===== src/rtl/mc_ctrl_if.sv =====
// Control bundle between the multicycle controller and its datapath/memory.
// The controller side uses the master modport; the datapath side uses slave.
interface mc_ctrl_if #(
   parameter int unsigned ALUCTRL_W = 4
);
   logic [31:0]          instr;
   logic                 mem_ready;
   logic                 zero;
   logic                 pc_write;
   logic                 ir_write;
   logic                 mem_req;
   logic                 mem_we;
   logic                 reg_write;
   logic [ALUCTRL_W-1:0] alu_ctrl;
   logic                 alu_src;
   logic                 ext_ctrl;
   logic [1:0]           reg_dst;
   logic [1:0]           mem_to_reg;
   logic [1:0]           pc_src;
   logic [2:0]           state;
   logic                 illegal;
   logic                 bus_err;

   modport master (
      input  instr, mem_ready, zero,
      output pc_write, ir_write, mem_req, mem_we, reg_write,
      output alu_ctrl, alu_src, ext_ctrl, reg_dst, mem_to_reg, pc_src,
      output state, illegal, bus_err
   );

   modport slave (
      output instr, mem_ready, zero,
      input  pc_write, ir_write, mem_req, mem_we, reg_write,
      input  alu_ctrl, alu_src, ext_ctrl, reg_dst, mem_to_reg, pc_src,
      input  state, illegal, bus_err
   );
endinterface


===== src/rtl/mc_ctrl.sv =====
// Multicycle MIPS-subset controller: FETCH/DECODE/EXEC/MEM/WB sequencing with
// memory-handshake timeout and a sticky error state.
module mc_ctrl #(
   parameter int unsigned ALUCTRL_W   = 4,
   parameter int unsigned MEM_TIMEOUT = 15
) (
   input logic       clk,
   input logic       rst_n,
   mc_ctrl_if.master bus
);

   typedef enum logic [2:0] {
      StFetch  = 3'd0,
      StDecode = 3'd1,
      StExec   = 3'd2,
      StMem    = 3'd3,
      StWb     = 3'd4,
      StErr    = 3'd7
   } state_e;

   typedef enum logic [3:0] {
      OpAdd, OpSub, OpJr, OpNop, OpOri, OpLw, OpSw, OpBeq, OpLui, OpJal, OpIll
   } op_e;

   localparam logic [7:0] TIMEOUT = 8'(MEM_TIMEOUT);

   state_e     state_q, state_d;
   logic [7:0] cnt_q, cnt_d;
   logic       illegal_q, illegal_d;
   logic       bus_err_q, bus_err_d;
   op_e        op;

   logic [5:0] opcode, funct;
   logic       unused_instr;

   logic                 pc_write, ir_write, mem_req, mem_we, reg_write;
   logic [ALUCTRL_W-1:0] alu_ctrl;
   logic                 alu_src, ext_ctrl;
   logic [1:0]           reg_dst, mem_to_reg, pc_src;

   assign opcode       = bus.instr[31:26];
   assign funct        = bus.instr[5:0];
   assign unused_instr = ^bus.instr[25:6];

   // Instruction class from opcode/funct; anything unlisted is illegal.
   always_comb begin
      op = OpIll;
      case (opcode)
         6'b000000: begin
            case (funct)
               6'b100000: op = OpAdd;
               6'b100010: op = OpSub;
               6'b001000: op = OpJr;
               6'b000000: op = OpNop;
               default:   op = OpIll;
            endcase
         end
         6'b001101: op = OpOri;
         6'b100011: op = OpLw;
         6'b101011: op = OpSw;
         6'b000100: op = OpBeq;
         6'b001111: op = OpLui;
         6'b000011: op = OpJal;
         default:   op = OpIll;
      endcase
   end

   // Next state, sticky flags and all control outputs.
   always_comb begin
      state_d    = state_q;
      illegal_d  = illegal_q;
      bus_err_d  = bus_err_q;
      pc_write   = 1'b0;
      ir_write   = 1'b0;
      mem_req    = 1'b0;
      mem_we     = 1'b0;
      reg_write  = 1'b0;
      alu_ctrl   = '0;
      alu_src    = 1'b0;
      ext_ctrl   = 1'b0;
      reg_dst    = 2'd0;
      mem_to_reg = 2'd0;
      pc_src     = 2'd0;

      unique case (state_q)
         StFetch: begin
            mem_req = 1'b1;
            if (bus.mem_ready) begin
               ir_write = 1'b1;
               pc_write = 1'b1;
               state_d  = StDecode;
            end else if (cnt_q == TIMEOUT) begin
               bus_err_d = 1'b1;
               state_d   = StErr;
            end
         end
         StDecode: begin
            case (op)
               OpJal: begin
                  reg_write  = 1'b1;
                  reg_dst    = 2'd2;
                  mem_to_reg = 2'd2;
                  pc_write   = 1'b1;
                  pc_src     = 2'd2;
                  state_d    = StFetch;
               end
               OpJr: begin
                  pc_write = 1'b1;
                  pc_src   = 2'd3;
                  state_d  = StFetch;
               end
               OpNop:   state_d = StFetch;
               OpIll: begin
                  illegal_d = 1'b1;
                  state_d   = StErr;
               end
               default: state_d = StExec;
            endcase
         end
         StExec: begin
            case (op)
               OpBeq: begin
                  pc_write = bus.zero;
                  pc_src   = 2'd1;
                  state_d  = StFetch;
               end
               OpLw, OpSw: state_d = StMem;
               default:    state_d = StWb;
            endcase
         end
         StMem: begin
            mem_req = 1'b1;
            mem_we  = (op == OpSw);
            if (bus.mem_ready) begin
               state_d = (op == OpSw) ? StFetch : StWb;
            end else if (cnt_q == TIMEOUT) begin
               bus_err_d = 1'b1;
               state_d   = StErr;
            end
         end
         StWb: begin
            reg_write  = 1'b1;
            reg_dst    = (op == OpAdd || op == OpSub) ? 2'd1 : 2'd0;
            mem_to_reg = (op == OpLw) ? 2'd1 : 2'd0;
            state_d    = StFetch;
         end
         StErr: state_d = StErr;
         default: state_d = StFetch;
      endcase

      // ALU setup is held for the whole execute-to-writeback span of an instruction.
      if (state_q == StExec || state_q == StMem || state_q == StWb) begin
         case (op)
            OpAdd, OpLw, OpSw: alu_ctrl[3:0] = 4'b0010;
            OpSub, OpBeq:      alu_ctrl[3:0] = 4'b0110;
            OpOri:             alu_ctrl[3:0] = 4'b0001;
            OpLui:             alu_ctrl[3:0] = 4'b0011;
            default:           alu_ctrl[3:0] = 4'b0000;
         endcase
         alu_src  = (op == OpOri || op == OpLui || op == OpLw || op == OpSw);
         ext_ctrl = (op == OpOri || op == OpLui);
      end

      // Reset silences every output combinationally, without waiting for a clock.
      if (!rst_n) begin
         pc_write   = 1'b0;
         ir_write   = 1'b0;
         mem_req    = 1'b0;
         mem_we     = 1'b0;
         reg_write  = 1'b0;
         alu_ctrl   = '0;
         alu_src    = 1'b0;
         ext_ctrl   = 1'b0;
         reg_dst    = 2'd0;
         mem_to_reg = 2'd0;
         pc_src     = 2'd0;
      end
   end

   // Wait counter restarts on every state change and counts unanswered memory cycles.
   always_comb begin
      cnt_d = cnt_q;
      if (state_d != state_q) begin
         cnt_d = 8'd0;
      end else if ((state_q == StFetch || state_q == StMem) && !bus.mem_ready) begin
         cnt_d = cnt_q + 8'd1;
      end
   end

   // State, counter and sticky error flags.
   always_ff @(posedge clk or negedge rst_n) begin
      if (!rst_n) begin
         state_q   <= StFetch;
         cnt_q     <= 8'd0;
         illegal_q <= 1'b0;
         bus_err_q <= 1'b0;
      end else begin
         state_q   <= state_d;
         cnt_q     <= cnt_d;
         illegal_q <= illegal_d;
         bus_err_q <= bus_err_d;
      end
   end

   assign bus.pc_write   = pc_write;
   assign bus.ir_write   = ir_write;
   assign bus.mem_req    = mem_req;
   assign bus.mem_we     = mem_we;
   assign bus.reg_write  = reg_write;
   assign bus.alu_ctrl   = alu_ctrl;
   assign bus.alu_src    = alu_src;
   assign bus.ext_ctrl   = ext_ctrl;
   assign bus.reg_dst    = reg_dst;
   assign bus.mem_to_reg = mem_to_reg;
   assign bus.pc_src     = pc_src;
   assign bus.state      = state_q;
   assign bus.illegal    = illegal_q;
   assign bus.bus_err    = bus_err_q;

endmodule


===== src/flat_wrapper.sv =====
// flat-port wrapper written by rule: the top's interface ports become plain ports
module mc_ctrl_flat 
#(
   parameter int unsigned ALUCTRL_W   = 4,
   parameter int unsigned MEM_TIMEOUT = 15
)
  (clk, rst_n, bus_instr, bus_mem_ready, bus_zero, bus_pc_write, bus_ir_write, bus_mem_req, bus_mem_we, bus_reg_write, bus_alu_ctrl, bus_alu_src, bus_ext_ctrl, bus_reg_dst, bus_mem_to_reg, bus_pc_src, bus_state, bus_illegal, bus_bus_err);
  mc_ctrl_if #(.ALUCTRL_W(ALUCTRL_W)) bus_i ();
  input logic clk;
  input logic rst_n;
  input wire logic [$bits(bus_i.instr)-1:0] bus_instr;
  input wire logic [$bits(bus_i.mem_ready)-1:0] bus_mem_ready;
  input wire logic [$bits(bus_i.zero)-1:0] bus_zero;
  output wire logic [$bits(bus_i.pc_write)-1:0] bus_pc_write;
  output wire logic [$bits(bus_i.ir_write)-1:0] bus_ir_write;
  output wire logic [$bits(bus_i.mem_req)-1:0] bus_mem_req;
  output wire logic [$bits(bus_i.mem_we)-1:0] bus_mem_we;
  output wire logic [$bits(bus_i.reg_write)-1:0] bus_reg_write;
  output wire logic [$bits(bus_i.alu_ctrl)-1:0] bus_alu_ctrl;
  output wire logic [$bits(bus_i.alu_src)-1:0] bus_alu_src;
  output wire logic [$bits(bus_i.ext_ctrl)-1:0] bus_ext_ctrl;
  output wire logic [$bits(bus_i.reg_dst)-1:0] bus_reg_dst;
  output wire logic [$bits(bus_i.mem_to_reg)-1:0] bus_mem_to_reg;
  output wire logic [$bits(bus_i.pc_src)-1:0] bus_pc_src;
  output wire logic [$bits(bus_i.state)-1:0] bus_state;
  output wire logic [$bits(bus_i.illegal)-1:0] bus_illegal;
  output wire logic [$bits(bus_i.bus_err)-1:0] bus_bus_err;
  assign bus_i.instr = bus_instr;
  assign bus_i.mem_ready = bus_mem_ready;
  assign bus_i.zero = bus_zero;
  assign bus_pc_write = bus_i.pc_write;
  assign bus_ir_write = bus_i.ir_write;
  assign bus_mem_req = bus_i.mem_req;
  assign bus_mem_we = bus_i.mem_we;
  assign bus_reg_write = bus_i.reg_write;
  assign bus_alu_ctrl = bus_i.alu_ctrl;
  assign bus_alu_src = bus_i.alu_src;
  assign bus_ext_ctrl = bus_i.ext_ctrl;
  assign bus_reg_dst = bus_i.reg_dst;
  assign bus_mem_to_reg = bus_i.mem_to_reg;
  assign bus_pc_src = bus_i.pc_src;
  assign bus_state = bus_i.state;
  assign bus_illegal = bus_i.illegal;
  assign bus_bus_err = bus_i.bus_err;
  mc_ctrl #(.ALUCTRL_W(ALUCTRL_W), .MEM_TIMEOUT(MEM_TIMEOUT)) u_core (.clk(clk), .rst_n(rst_n), .bus(bus_i));
endmodule

===== config.mk =====
export PLATFORM = sky130hd
export DESIGN_NAME = mc_ctrl_flat
export DESIGN_NICKNAME = d
export VERILOG_FILES = /design/src/rtl/mc_ctrl_if.sv /design/src/rtl/mc_ctrl.sv /design/src/flat_wrapper.sv
export SDC_FILE = /design/constraint.sdc
export NUM_CORES = 1
export LEC_CHECK = 0
export ABC_AREA = 1
export CAP_MARGIN = 20
export CORE_MARGIN = 2
export CORE_UTILIZATION = 27
export DETAILED_ROUTE_END_ITERATION = 8
export PLACE_DENSITY = 0.59
export REMOVE_ABC_BUFFERS = 1
export SYNTH_ARGS = -nofsm -noshare
export SYNTH_HDL_FRONTEND = slang
export SYNTH_SLANG_ARGS = --single-unit

===== constraint.sdc =====
create_clock -name clk -period 7.4 [get_ports clk]
set_clock_uncertainty 0.2 [all_clocks]
set_input_delay 2.22 -clock clk [delete_from_list [all_inputs] [get_ports clk]]
set_output_delay 2.22 -clock clk [all_outputs]
set_load 0.03 [all_outputs]

## Yosys cells after proc, flatten, opt, wreduce, memory -nomap -nowiden

Index checks and enable logic that the tools add are counted.

- Reduce and logical (&&, ||, !) cells: 22
- Equal/unequal tests: 26
- Bitwise logic cells: 1
- $add $sub $neg: 1
- Muxes and demuxes: 43

Operators by type and width:

| kind | count |
|---|---|
| one-hot mux 4 bit (7 select lines) | 1 |
| equality test 6 bit, second input constant | 4 |
| two-way mux 1 bit | 19 |
| equality test 6 x 4 -> 1 bit, second input constant | 3 |
| equality test 4 x 3 -> 1 bit, second input constant | 4 |
| two-way mux 8 bit | 2 |
| one-hot mux 2 bit (2 select lines) | 4 |
| one-hot mux 4 bit (4 select lines) | 1 |
| one-hot mux 3 bit (5 select lines) | 1 |
| equality test 4 bit, second input constant | 3 |
| zero test 6 bit | 2 |
| two-way mux 3 bit | 4 |
| one-hot mux 3 bit (2 select lines) | 2 |
| one-hot mux 3 bit (4 select lines) | 1 |
| adder 8 x 1 -> 8 bit, second input constant | 1 |
| equality test 4 x 2 -> 1 bit, second input constant | 2 |
| equality test 8 x 4 -> 1 bit, second input constant | 1 |
| two-way mux 2 bit | 4 |
| two-way mux 4 bit | 2 |
| OR reduction 2 bit | 4 |
| logical OR 1 bit | 7 |
| equality test 3 x 2 -> 1 bit, second input constant | 2 |
| equality test 3 bit, second input constant | 2 |
| equality test 6 x 2 -> 1 bit, second input constant | 1 |
| 15 further kinds | 16 |

- Bits of input ports: 36
- Flip-flop bits (word level): 13
- Output and inout port bits: 22
- Word-level logic and storage cells: 97

## Depth between registers and ports, before layout

Gate-level depths: netlist of run 1.

- Depth in word-level cells: 9
- Gate-level depth with buffers: 13
- Depth with buffers taken out: 13

## Least setup slack after synthesis of run 1

Ideal clock, no wire load.

- Path kind: input to output
- From: input bus_instr[31]
- To: output bus_pc_src[1]
- Path slack: 1.110 ns
- Required time: 4.980 ns
- Data arrival time: 3.870 ns
- Stages on the path: 9
- Path buffers: 0
- Cells stage by stage: nor2_2 nand3_2 nand2_2 nor2_4 nand2_4 nand3_1 nor2_1 inv_1 a211oi_1

- Word-level cells in the longest chain between the ends: 6
- Elaborated cells between the ends (all ways): 13
- Classes of those cells: eq/ne (8); mux (4); reduce/logical (1)

Ends and longest elaborated chain:

| element | RTL line | RTL |
|---|---|---|
| from (decl) | flat_wrapper.sv:11 | `input wire logic [$bits(bus_i.instr)-1:0] bus_instr;` |
| equality test 6 x 2 -> 1 bit, or another cell as far along | mc_ctrl.sv:48 | `case (opcode)` |
| one-hot mux 4 bit (7 select lines) * | mc_ctrl.sv:48 |  |
| equality test 4 x 2 -> 1 bit / equality test 4 bit (equally long branches) | mc_ctrl.sv:98 | `case (op)` |
| one-hot mux 2 bit (2 select lines) * | mc_ctrl.sv:98 |  |
| one-hot mux 2 bit (2 select lines) * | mc_ctrl.sv:85 | `unique case (state_q)` |
| two-way mux 2 bit * | mc_ctrl.sv:165 | `if (!rst_n) begin` |
| to (decl) | flat_wrapper.sv:24 | `output wire logic [$bits(bus_i.pc_src)-1:0] bus_pc_src;` |

Every way passes the cells marked *; elsewhere a longest branch is shown, timed or not.

## Worst setup path after layout of run 1

- From: input bus_instr[30]
- To: output bus_alu_ctrl[1]

- Word-level cells in the longest chain between the ends: 7
- Elaborated cells between the ends (all ways): 20
- Classes of those cells: eq/ne (12); mux (4); reduce/logical (4)

Ends and longest elaborated chain:

| element | RTL line | RTL |
|---|---|---|
| equality test 6 x 2 -> 1 bit, or another cell as far along | mc_ctrl.sv:48 |  |
| one-hot mux 4 bit (7 select lines) * | mc_ctrl.sv:48 |  |
| equality test 4 x 3 -> 1 bit, or another cell as far along | mc_ctrl.sv:153 | `case (op)` |
| OR reduction 3 bit / OR reduction 2 bit (equally long branches) | mc_ctrl.sv:153 |  |
| one-hot mux 3 bit (4 select lines) * | mc_ctrl.sv:153 |  |
| two-way mux 4 bit * | mc_ctrl.sv:152 | `if (state_q == StExec \|\| state_q == StMem \|\| state_q == StWb) begin` |
| two-way mux 4 bit * | mc_ctrl.sv:165 |  |
| to (decl) | flat_wrapper.sv:19 | `output wire logic [$bits(bus_i.alu_ctrl)-1:0] bus_alu_ctrl;` |

Marked as above.

==> impl_metrics.ini, run 1 <==
[drt]
drc_errors = 0
wl_um = 3080
ant_nets = 0
drtPass1Iterations = 4
wl_per_cell_um = 10.1
first_iter_violations = 51
num_vias = 1323
vias_per_cell = 4.34

[layout]
stdcell_count = 305
drive_gt1_frac = 0.155
nFillCells = 539
n_antenna_cell = 0
fin_nets = 276
final_util = 0.381
area_growth_pct = 35.8

[cts]
holdBufCountCts = 0
cts.sinks = 13
clk_pin_slew_worst_paths_ps = 50
htree_levels = 1
clock_path_buffers = 2
cts_made_buffers = 3
cts_setup_buffers = 0
post_cts_resized = 0
insertion_delay_ps = 240
clock_tree.root_cell = clkbuf_8
cts_tree = yes

[global_route]
grt_max_degree = 14
grt_pass1_wl_um = 5400
grt_pass1_vias = 1240
grt_antenna_before_repair = 0
track_usage = 0.123
grt_overflow = 0

[place]
io_buffers = 36
place_congestion = 0.835
dp_hpwl_um = 2600
place_ws_ps = 265
place_inst = 301

[synthesis]
ys_seq_elements = 13
ys_warn_count = 0
synth_compound_area_frac = 0.0684
ys_types = 33
synth_area_mm2 = 0.00134
yosys.area_share.simple = 0.473
synthMuxAreaShare = 0.00750
synth-adder-area-share = 0.00937
seq_area_frac_synth = 0.244
synth_cells = 199
syn_avg_cell_area_um2 = 6.71
synthXorXnorAreaFrac = 0.0665
synth_top_family_by_area = simple AND/OR/NAND/NOR gates

[worst_setup_path]
critPathKind = input pin to primary output
critPathRequiredTime_ps = 4980
crit_slowest_cell = clkdlybuf4s50_1
cp-end-kind = primary output
worstPathCellList = clkdlybuf4s50_1, nor2_2, nand3_2, nand2_2, nor2_4, nand2_4, nand2_1, or2_1, o21ai_1, a21oi_1, a21oi_1, clkdlybuf4s50_1
cp-start-kind = input pin
crit_buf_inv = 2
crit_path_max_fanout = 6
slowest_delay_ps = 680
cp.arrival_ps = 4670
critPathTopFamily = buffers and inverters

[timing]
fin_crit_ps = 7090
fin_tns_setup_ps = 0
setup_violations = 0
max_freq_mhz = 141
rsz0062_at_grt = no
setup_ws_ps = 308
min_period_over_period = 0.958
hold_viol = 0
final-max-slew-violation-count = 0

[floorplan]
die-height_um = 74.3
row_count = 25
start_util = 0.281
dieArea_mm2 = 0.00552
die_w_um = 74.3
io_pins = 58
coreArea_mm2 = 0.00475

[power]
p_per_area_mw_per_mm2 = 234
ir_worst_vdd_mv = 0.113
leakagePower_nw = 0.834
power.total_mw = 0.423

[job]
cap_violations = 0

[run_status]
status = finished clean

[min_path]
hold_path_class = flop to flop
-- cell type report --
cell class	instances	area, um^2	area share
inverters	38	143	0.0787
well taps	67	83.8	0.0462
flip-flops and latches	13	325	0.179
clock buffers	4	45.0	0.0248
multi-input cells	145	838	0.462
repair buffers	38	378	0.208
-- power breakdown --
group	total [mW]	internal [mW]	switching [mW]
sequential	0.102	0.0822	0.0199
clock	0.0629	0.0380	0.0248
combinational	0.258	0.0928	0.166
total	0.423	0.213	0.210
-- cell usage in the layout (no fill, tap or decap), types with 4 or more instances in the layout --
cell	instances
clkdlybuf4s50_1	35
inv_1	34
nand2_1	29
nor2_1	28
nand3_1	16
dfrtp_1	13
nor2_2	11
nand4_1	10
a21oi_1	7
nand2_2	6
o21ai_0	6
nor3_1	5
xor2_1	4
-- registers in the layout, indices dropped and copies added, names as in the netlist --
name,flops
u_core.bus.illegal,1
u_core.bus.bus_err,1
u_core.bus.state,3
u_core.cnt_q,8
-- metal layers --
layer	global-route usage	share of wire	vias to the layer above
met5	0	0	-
met2	0.195	0.45	23
li1	-	-	710
met3	0.0285	0.039	4
met1	0.171	0.50	586
met4	0.0317	0.011	0
-- worst reg2reg max path, delay by kind of cell, from the launching register on --
kind	cells	cell delay (ps)
buf+inv	2	280
flops	1	560
xor+xnor	1	170
simple gates	6	780
compound gates	1	210
-- through the flow --
step	hold slack [ps]	instance area [um^2]
5_1_grt	291	1810
2_1_floorplan	331	1310
6_report	261	1810
4_1_cts	263	1810
3_3_place_gp	250	1770
3_5_place_dp	249	1770
-- cells in the mapped netlist (all sizes together) --
| cell | number | share of area |
|---|---|---|
| conb | 1 | 0.0028 |
| xnor2 | 3 | 0.020 |
| nand3 | 19 | 0.088 |
| or2 | 1 | 0.0047 |
| o22ai | 1 | 0.0047 |
| nor2 | 42 | 0.16 |
| clkinv | 1 | 0.0028 |
| mux2i | 1 | 0.0075 |
| dfrtp | 13 | 0.24 |
| inv | 37 | 0.10 |
| a211oi | 1 | 0.0056 |
| xor2 | 5 | 0.047 |
| buf | 2 | 0.011 |
| nand2 | 37 | 0.13 |
| o21ai | 7 | 0.026 |
| nor3 | 6 | 0.026 |
| o21bai | 1 | 0.0056 |
| nand4 | 12 | 0.072 |
| clkbuf | 1 | 0.010 |
| ha | 1 | 0.0094 |
| a21oi | 7 | 0.026 |
-- path summary, 6_finish.rpt --
path | end | startpoint | cells past startpoint | slack [ps]
setup / recovery | bus_alu_ctrl[1] | bus_instr[30] | 12 | 310
setup reg to reg | u_core.cnt_q[6] | u_core.bus.state[2] | 10 | 5120
max in group asynchronous | u_core.bus.bus_err | rst_n | 2 | 4590
hold reg to reg | u_core.bus.illegal | u_core.bus.illegal | 2 | 260
hold / removal | u_core.bus.illegal | u_core.bus.illegal | 2 | 260
min in group asynchronous | u_core.cnt_q[5] | rst_n | 2 | 2260
-- cell families (layout without fill, tap and decap cells) --
logic type                 Yosys count  count (layout)
adders and majority gates            1               1
DFF                                 13              13
other                                1               1
and+or+nand+nor                    117             117
AOI/OAI and AO/OA                   17              17
muxes                                1               1
buffers and inverters               41              80
xor gates and xnor gates             8               8
(Power assumes the default switching activity.)
==> run 2, diff against run 1 <==
--- a/config.mk
+++ b/config.mk
@@ -7,11 +7,14 @@
 export LEC_CHECK = 0
 export ABC_AREA = 1
 export CAP_MARGIN = 20
+export CELL_PAD_IN_SITES_DETAIL_PLACEMENT = 0
+export CELL_PAD_IN_SITES_GLOBAL_PLACEMENT = 2
 export CORE_MARGIN = 2
-export CORE_UTILIZATION = 27
+export CORE_UTILIZATION = 23
 export DETAILED_ROUTE_END_ITERATION = 8
-export PLACE_DENSITY = 0.59
+export PLACE_DENSITY_LB_ADDON = 0.1
 export REMOVE_ABC_BUFFERS = 1
+export SKIP_CTS_REPAIR_TIMING = 1
 export SYNTH_ARGS = -nofsm -noshare
 export SYNTH_HDL_FRONTEND = slang
 export SYNTH_SLANG_ARGS = --single-unit
==> run 2 against run 1 <==
  * Wire length rose by 23%
  * Largest power group unchanged
  * Cell count rose by 1.6%
  * Utilization fell by 5.2 points
  * Global-route usage up 0.14 points
  * Combinational power hardly changed
  * Sequential share of layout area is 0.086 points lower
  * Sequential power barely moved
==> impl_metrics.ini, run 2 (same netlist as run 1, synthesis figures left out) <==
[worst_setup_path]
cp-end-kind = primary output
crit_buf_inv = 4
crit_slowest_cell = clkdlybuf4s50_1
r2r_end = u_core.cnt_q[4]
crit_path_max_fanout = 6
critPathKind = input pin to primary output
rr_startpoint = u_core.bus.state[2]
r2r_cells = 10
slowest_delay_ps = 670
worstPathCellList = clkdlybuf4s50_1, inv_1, nor2_1, nand3_2, nand2_1, nor2_4, nand2_4, nand2_1, or2_1, o21ai_1, inv_1, nor2_1, clkdlybuf4s50_1
regToRegSetupSlack_ps = 5070
cp-start-kind = input pin
cp.arrival_ps = 4660
critPathTopFamily = buffers and inverters
critPathRequiredTime_ps = 4980
cp.depth = 13

[run_status]
status = finished clean

[layout]
largest_reg_flops = 8
drive_gt1_frac = 0.155
n_antenna_cell = 0
final_util = 0.329
area_growth_pct = 36.5
fin_nets = 276
largest-register = u_core.cnt_q
nFillCells = 612
layout_common_cells = inv_1, clkdlybuf4s50_1, nand2_1

[timing]
rsz0062_at_grt = no
setup_violations = 0
min_period_over_period = 0.957
hold_viol = 0
final-max-slew-violation-count = 0
fin_crit_ps = 7080
fin_tns_setup_ps = 0
max_freq_mhz = 141
setup_ws_ps = 319

[drt]
drc_errors = 0
wl_per_cell_um = 12.2
num_vias = 1336
ant_nets = 0
drtPass1Iterations = 4
wl_um = 3790
vias_per_cell = 4.31
first_iter_violations = 38

[global_route]
grt_pass1_vias = 1409
grt_pass1_wl_um = 6360
grt_max_degree = 14
track_usage = 0.125
grt_antenna_before_repair = 0
grt_overflow = 0

[floorplan]
io_pins = 58
die_w_um = 80.2
die-height_um = 80.2
coreArea_mm2 = 0.00554
row_count = 27
dieArea_mm2 = 0.00643
start_util = 0.241

[power]
p_per_area_mw_per_mm2 = 234
leakagePower_nw = 0.853
internal_power_mw = 0.213
power.total_mw = 0.426
p_comb_frac = 0.613
switching_share = 0.500
ir_worst_vdd_mv = 0.108
p_switching_mw = 0.213
clkPwrFrac = 0.148
seq_power_share = 0.239

[cts]
clk_pin_slew_worst_paths_ps = 60
insertion_delay_ps = 240
cts_made_buffers = 3
clock_path_buffers = 2
htree_levels = 1
clock_tree.root_cell = clkbuf_8
cts_tree = yes
cts.sinks = 13

[place]
place_congestion = 0.838
dp_hpwl_um = 3160
place_ws_ps = 224
io_buffers = 36

[min_path]
hold_path_class = flop to flop
hold_start = u_core.bus.illegal
whs_endpoint = u_core.bus.illegal
min_path_cells = 2

[job]
cap_violations = 0
==> run 2: changes by cell type in the layout (fill, tap and decap cells not counted), sizes merged <==
cell,change
clkdlybuf4s50,-1
dlymetal6s2s,+1
==> run 2: worst max path at each step <==
stage                              from              end  slack, ps
after floorplan           bus_instr[31]    bus_pc_src[1]       1110
after global placement    bus_instr[30]    bus_pc_src[1]        200
after detailed placement  bus_instr[31]  bus_alu_ctrl[1]        220
after CTS                 bus_instr[31]  bus_alu_ctrl[1]        220
after global routing      bus_instr[28]  bus_alu_ctrl[2]        110
final                     bus_instr[31]  bus_alu_ctrl[2]        320
==> run 2: layer usage <==
| layer | vias up | routed length (um) | global-route usage |
|---|---|---|---|
| met2 | 26 | 1770 | 0.219 |
| met1 | 598 | 1830 | 0.154 |
| met3 | 6 | 120 | 0.0180 |
| met5 | - | 0 | 0 |
| li1 | 706 | - | - |
| met4 | 0 | 68 | 0.0458 |
==> run 2: stage by stage <==
stage                     cells  area [um^2]  hold WS, ps
after floorplan             196         1310          331
after global placement      306         1770          267
after detailed placement    306         1770          269
after CTS                   310         1820          285
final                       310         1820          273
after global routing        310         1820          302
==> run 2: power groups by stage <==
stage	sequential [mW]	combinational, mW	clock, mW
final	0.102	0.261	0.0629
after global routing	0.105	0.289	0.0684
after CTS	0.102	0.267	0.0664
after detailed placement	0.103	0.266	0
after global placement	0.103	0.271	0
after floorplan	0.114	0.174	0
==> run 2: area by class of cell <==
cell class / count / area, um^2 / area share
Tap cell: 72 / 90.1 / 0.0495
Clock buffer: 4 / 45.0 / 0.0247
Multi-Input combinational cell: 145 / 838 / 0.460
Sequential cell: 13 / 325 / 0.179
Inverter: 38 / 143 / 0.0783
Timing Repair Buffer: 38 / 380 / 0.209
==> run 2: worst min-delay path, cell delays in order (launching register included) <==
cell,delay [ps]
dfrtp_1,350
inv_1,40
nand2_1,50
==> run 3, diff against run 2 <==
--- a/config.mk
+++ b/config.mk
@@ -12,6 +12,7 @@
 export CORE_MARGIN = 2
 export CORE_UTILIZATION = 23
 export DETAILED_ROUTE_END_ITERATION = 8
+export HOLD_SLACK_MARGIN = 0.08
 export PLACE_DENSITY_LB_ADDON = 0.1
 export REMOVE_ABC_BUFFERS = 1
 export SKIP_CTS_REPAIR_TIMING = 1
==> results of run 3 <==
The final DEF is identical to that of run 2; final timing and power are the same.
